### src/rtl/frame_sequencer.sv
// -----------------------------------------------------------------------------
// frame_sequencer
//
// APU frame counter. It runs on the CPU clock and produces the quarter-frame
// (envelope / linear counter) and half-frame (length / sweep) strobes for the
// sound channels, and raises the sticky frame IRQ. A CPU write to $4017
// selects 4-step or 5-step mode and IRQ inhibit. The sequence restarts a
// programmable number of clocks after that write. In 5-step mode the restart
// also fires an immediate quarter+half clock.
//
// Ports
//   clk           in   CPU clock (1.79 MHz)
//   reset_n       in   asynchronous active-low reset
//   reg_4017[7:0] in   $4017 write data: [7] = 5-step mode, [6] = IRQ inhibit
//   reg_event     in   one-cycle strobe, $4017 written this cycle
//   irq_ack       in   one-cycle strobe, $4015 read clears the frame IRQ
//   enable_240hz  out  quarter-frame strobe, one clk wide
//   enable_120hz  out  half-frame strobe, one clk wide
//   frame_irq     out  sticky frame interrupt flag
//   mode_5step    out  current sequencer mode (registered)
// -----------------------------------------------------------------------------
module frame_sequencer #(
    parameter int unsigned Q1           = 7456,
    parameter int unsigned Q2           = 14912,
    parameter int unsigned Q3           = 22370,
    parameter int unsigned Q4_4STEP     = 29828,
    parameter int unsigned Q4_5STEP     = 37280,
    parameter int unsigned PERIOD_4STEP = 29830,
    parameter int unsigned PERIOD_5STEP = 37282,
    parameter int unsigned WRITE_DELAY  = 3
) (
    input  logic       clk,
    input  logic       reset_n,
    input  logic [7:0] reg_4017,
    input  logic       reg_event,
    input  logic       irq_ack,
    output logic       enable_240hz,
    output logic       enable_120hz,
    output logic       frame_irq,
    output logic       mode_5step
);

    localparam int unsigned CNT_W = 16;
    localparam int unsigned DLY_W = 3;

    localparam logic [CNT_W-1:0] Q1_C      = CNT_W'(Q1);
    localparam logic [CNT_W-1:0] Q2_C      = CNT_W'(Q2);
    localparam logic [CNT_W-1:0] Q3_C      = CNT_W'(Q3);
    localparam logic [CNT_W-1:0] Q4_4_C    = CNT_W'(Q4_4STEP);
    localparam logic [CNT_W-1:0] Q4_5_C    = CNT_W'(Q4_5STEP);
    localparam logic [CNT_W-1:0] LAST_4_C  = CNT_W'(PERIOD_4STEP - 1);
    localparam logic [CNT_W-1:0] LAST_5_C  = CNT_W'(PERIOD_5STEP - 1);
    localparam logic [DLY_W-1:0] DELAY_C   = DLY_W'(WRITE_DELAY);
    localparam logic [DLY_W-1:0] DLY_ONE_C = DLY_W'(1);

    typedef enum logic {
        ST_RUN,
        ST_PENDING
    } state_t;

    state_t           state_q, state_d;
    logic [CNT_W-1:0] cnt_q, cnt_d;
    logic [DLY_W-1:0] dly_q, dly_d;
    logic             mode_q, mode_d;
    logic             inhibit_q, inhibit_d;
    logic             irq_q, irq_d;
    logic             qtr_q, qtr_d;
    logic             half_q, half_d;

    logic [CNT_W-1:0] last_cnt;
    logic [CNT_W-1:0] q4_cnt;
    logic             irq_set;
    logic             irq_clr_wr;

    always_comb begin
        state_d   = state_q;
        dly_d     = dly_q;
        mode_d    = mode_q;
        inhibit_d = inhibit_q;
        irq_d     = irq_q;

        // Wrap on >= so that a switch to the shorter 4-step period while the
        // count is already past its end still brings the count back to 0.
        last_cnt = mode_q ? LAST_5_C : LAST_4_C;
        q4_cnt   = mode_q ? Q4_5_C : Q4_4_C;
        cnt_d    = (cnt_q >= last_cnt) ? '0 : cnt_q + 1'b1;

        qtr_d  = (cnt_q == Q1_C) || (cnt_q == Q2_C) ||
                 (cnt_q == Q3_C) || (cnt_q == q4_cnt);
        half_d = (cnt_q == Q2_C) || (cnt_q == q4_cnt);

        case (state_q)
            ST_RUN: begin
                if (reg_event) begin
                    dly_d   = DELAY_C;
                    state_d = ST_PENDING;
                end
            end
            ST_PENDING: begin
                // A write landing on the restart edge wins: the countdown
                // reloads and the restart is deferred to that write.
                if (reg_event) begin
                    dly_d = DELAY_C;
                end else if (dly_q == DLY_ONE_C) begin
                    dly_d   = '0;
                    cnt_d   = '0;
                    state_d = ST_RUN;
                    // Immediate clock on restart in 5-step mode, ORed with
                    // whatever the normal compare produced this edge.
                    if (mode_q) begin
                        qtr_d  = 1'b1;
                        half_d = 1'b1;
                    end
                end else begin
                    dly_d = dly_q - 1'b1;
                end
            end
            default: begin
                state_d = ST_RUN;
                dly_d   = '0;
            end
        endcase

        if (reg_event) begin
            mode_d    = reg_4017[7];
            inhibit_d = reg_4017[6];
        end

        // Priority: inhibiting write clears > frame-end set > acknowledge.
        irq_set    = (cnt_q == Q4_4_C) && !mode_q && !inhibit_q;
        irq_clr_wr = reg_event && reg_4017[6];
        if (irq_clr_wr) begin
            irq_d = 1'b0;
        end else if (irq_set) begin
            irq_d = 1'b1;
        end else if (irq_ack) begin
            irq_d = 1'b0;
        end
    end

    always_ff @(posedge clk or negedge reset_n) begin
        if (!reset_n) begin
            state_q   <= ST_RUN;
            cnt_q     <= '0;
            dly_q     <= '0;
            mode_q    <= 1'b0;
            inhibit_q <= 1'b0;
            irq_q     <= 1'b0;
            qtr_q     <= 1'b0;
            half_q    <= 1'b0;
        end else begin
            state_q   <= state_d;
            cnt_q     <= cnt_d;
            dly_q     <= dly_d;
            mode_q    <= mode_d;
            inhibit_q <= inhibit_d;
            irq_q     <= irq_d;
            qtr_q     <= qtr_d;
            half_q    <= half_d;
        end
    end

    assign enable_240hz = qtr_q;
    assign enable_120hz = half_q;
    assign frame_irq    = irq_q;
    assign mode_5step   = mode_q;

endmodule
### config.mk
export PLATFORM = sky130hd
export DESIGN_NAME = frame_sequencer
export DESIGN_NICKNAME = d
export VERILOG_FILES = /design/src/rtl/frame_sequencer.sv
export SDC_FILE = /design/constraint.sdc
export NUM_CORES = 1
export LEC_CHECK = 0
export CORE_MARGIN = 5
export CORE_UTILIZATION = 30
export CTS_BUF_LIST = sky130_fd_sc_hd__clkbuf_8
export CTS_CLUSTER_DIAMETER = 60
export DETAILED_ROUTE_END_ITERATION = 10
export SKIP_CTS_REPAIR_TIMING = 1
export SYNTH_ARGS = -nofsm -noshare
export SYNTH_HDL_FRONTEND = slang
export SYNTH_SLANG_ARGS = --single-unit
### constraint.sdc
create_clock -name clk -period 2.99 [get_ports clk]
set_input_delay 0.598 -clock clk [delete_from_list [all_inputs] [get_ports clk]]
set_output_delay 0.598 -clock clk [all_outputs]
set_load 0.1 [all_outputs]
==> impl_metrics.ini <==
[drt]
routed_wl_mm = 3.55
vias_per_cell = 5.24
drc_errors = 0
drt_iter0_drc = 95
antenna_left = 0
wl_per_cell_microns = 15.0
vias = 1241
drt_pass1_iterations = 4

[floorplanning]
die_area_sq_um = 7000
num_rows = 26
die_w_microns = 83.7
start_util_pct = 31.3
core_sq_um = 5200
ioPinCount = 16
die_y_microns = 83.7

[global_route]
antenna_found_initial = 0
grt_pass1_vias = 1213
grt_pass1_wl_mm = 5.98
grt_use_total_pct = 10.4
overflow = 0
grt_max_degree = 26

[clock_network]
clk_latency_ns = 0.27
path_clk_slew_ns = 0.09
clockBufferDepth = 2
tritoncts = yes
cts_sinks = 25
htree_num_levels = 1
cts_made_buffers = 3
cts.root.buffer_cell = clkbuf_8

[finish]
nNetsFinal = 193
num-fill-cells = 543
syn_to_final_growth_pct = 10.2
layout_commonest_cell = dfrtp_1
diodes = 0
final_cell_mix = dfrtp_1, a211oi_1, ha_1
finalNonFillerCells = 237
drive_gt1_share_pct = 9.58

[power]
leakage_nw = 0.762
power_mw = 1.09
ir_drop_v = 0.000250
power.density_nw_per_um2 = 609

[setup_path]
end_kind = flip-flop
cp_max_fo = 15
cp.arrival_ns = 2.58
crit_path_max_incr_delay_ns = 0.94
path_cells = inv_1 -> ha_1 -> nand4bb_1 -> o21ai_1 -> a211oi_1
critPathKind = reg -> reg
required_ns = 3.09
startpoint_type = flip-flop
critPathSlowestCell = o21ai_1

[sta]
skew_ns = 0.00667
setup_violations = 0
layout_setup_ws_ns = 0.513
hold_ws_ns = 0.529
fmax_ghz = 0.404
slew_headroom_pct = 21.4
worst_pin_slew_ns = 1.17
hold_violations = 0
min_period_ns = 2.48
setup_tns_ns = 0
slew_viol_final = 0
rsz0062_at_grt = false
min_period_over_period_pct = 82.9

[place]
io_buffer_count = 9
dpl_worst_slack_ns = 0.475
dp_hpwl_mm = 2.46
placedCellCount = 233
globalplace.congestion = 0.777

[synthesis]
ys.flop_type = dfrtp_1
synth_nets = 188
netlist_instances = 163
ys_warn_count = 0
avgSynthCellArea_sq_um = 9.99
ys_ff_latch = 25
netlist_area_sq_um = 1630
seq_area_frac_synth_pct = 38.4
async_flop_share_pct = 100
synth-edff-count = 0
ys_types = 38

[job]
cap_violations = 0

[outcome]
outcome = completed

[hold_path]
min_path_type = reg -> reg
==> critical path: cells and delay by family (launching register included) <==
| family | cells | cell delay (ns) |
|---|---|---|
| AOI/OAI and AO/OA | 2 | 1.16 |
| DFF | 1 | 0.53 |
| and+or+nand+nor | 1 | 0.13 |
| buffers and inverters | 1 | 0.16 |
| adders and majority gates | 1 | 0.33 |
==> power by group <==
part	internal, mW	switching (mW)
Sequential	0.407	0.121
Clock	0.0921	0.112
Combinational	0.160	0.202
Total	0.660	0.434
==> area by class of cell <==
type | instances | area [sq um] | share of cell area (%)
Clock buffer | 3 | 41.3 | 2.30
Clock inverter | 1 | 3.75 | 0.209
Tap cell | 70 | 87.6 | 4.88
Timing Repair Buffer | 12 | 103 | 5.71
Multi-Input combinational cell | 120 | 912 | 50.8
Inverter | 6 | 22.5 | 1.25
Sequential cell | 25 | 626 | 34.8
==> cells by family after synthesis <==
group	after synthesis	share of synthesized area, %
xor+xnor	14	7.53
mux	1	0.691
buf+inv	18	5.61
flops	25	38.4
fa+ha+maj	13	9.98
simple gates	62	24.5
compound gates	30	13.3
==> stage by stage <==
stage	instance area (sq um)	util (%)
floorplan	1630	-
global placement	1750	33.6
detailed placement	1750	33.6
CTS	1800	34.5
global route	1800	34.5
finish	1800	34.5
==> per-layer routing <==
metal	vias up	global-route usage, %	wire length [microns]
met5	-	0	0
met4	0	3.07	15
met3	2	2.07	212
met2	30	16.8	1590
met1	598	14.0	1730
li1	611	-	-
==> cells in the mapped netlist (2+ instances only) <==
master / n / share of area [%]
nor2_1: 6 / 1.4
nand3_1: 7 / 2.2
nand2_1: 10 / 2.3
nand2b_1: 5 / 1.9
nand4b_1: 2 / 1.1
a211oi_1: 15 / 6.9
and4_1: 3 / 1.6
nor3_1: 4 / 1.2
a22oi_1: 2 / 0.92
dfrtp_1: 25 / 38
xnor2_1: 6 / 3.2
ha_1: 13 / 10
xor2_1: 8 / 4.3
o21ai_0: 4 / 1.2
a21oi_1: 2 / 0.61
a21o_1: 3 / 1.4
nor4_1: 4 / 1.5
nand4_1: 7 / 2.7
buf_4: 4 / 1.8
nor4bb_1: 4 / 2.5
inv_1: 6 / 1.4
buf_2: 7 / 2.2
==> state kept, by name, indices dropped and copies added (netlist names) <==
register      cells
enable_120hz      1
dly_q             3
inhibit_q         1
frame_irq         1
mode_5step        1
enable_240hz      1
cnt_q            16
state_q           1
==> worst paths after layout <==
path | from | end | slack (ns) | depth (start not counted)
min | dly_q[1] | dly_q[1] | 0.53 | 2
min in group asynchronous | reset_n | cnt_q[5] | 0.69 | 2
min reg2reg | dly_q[1] | dly_q[1] | 0.53 | 2
max | mode_5step | cnt_q[6] | 0.51 | 5
max in group asynchronous | reset_n | mode_5step | 2.04 | 2
max reg2reg | mode_5step | cnt_q[6] | 0.51 | 5
Power figures use the tool's default switching activity.
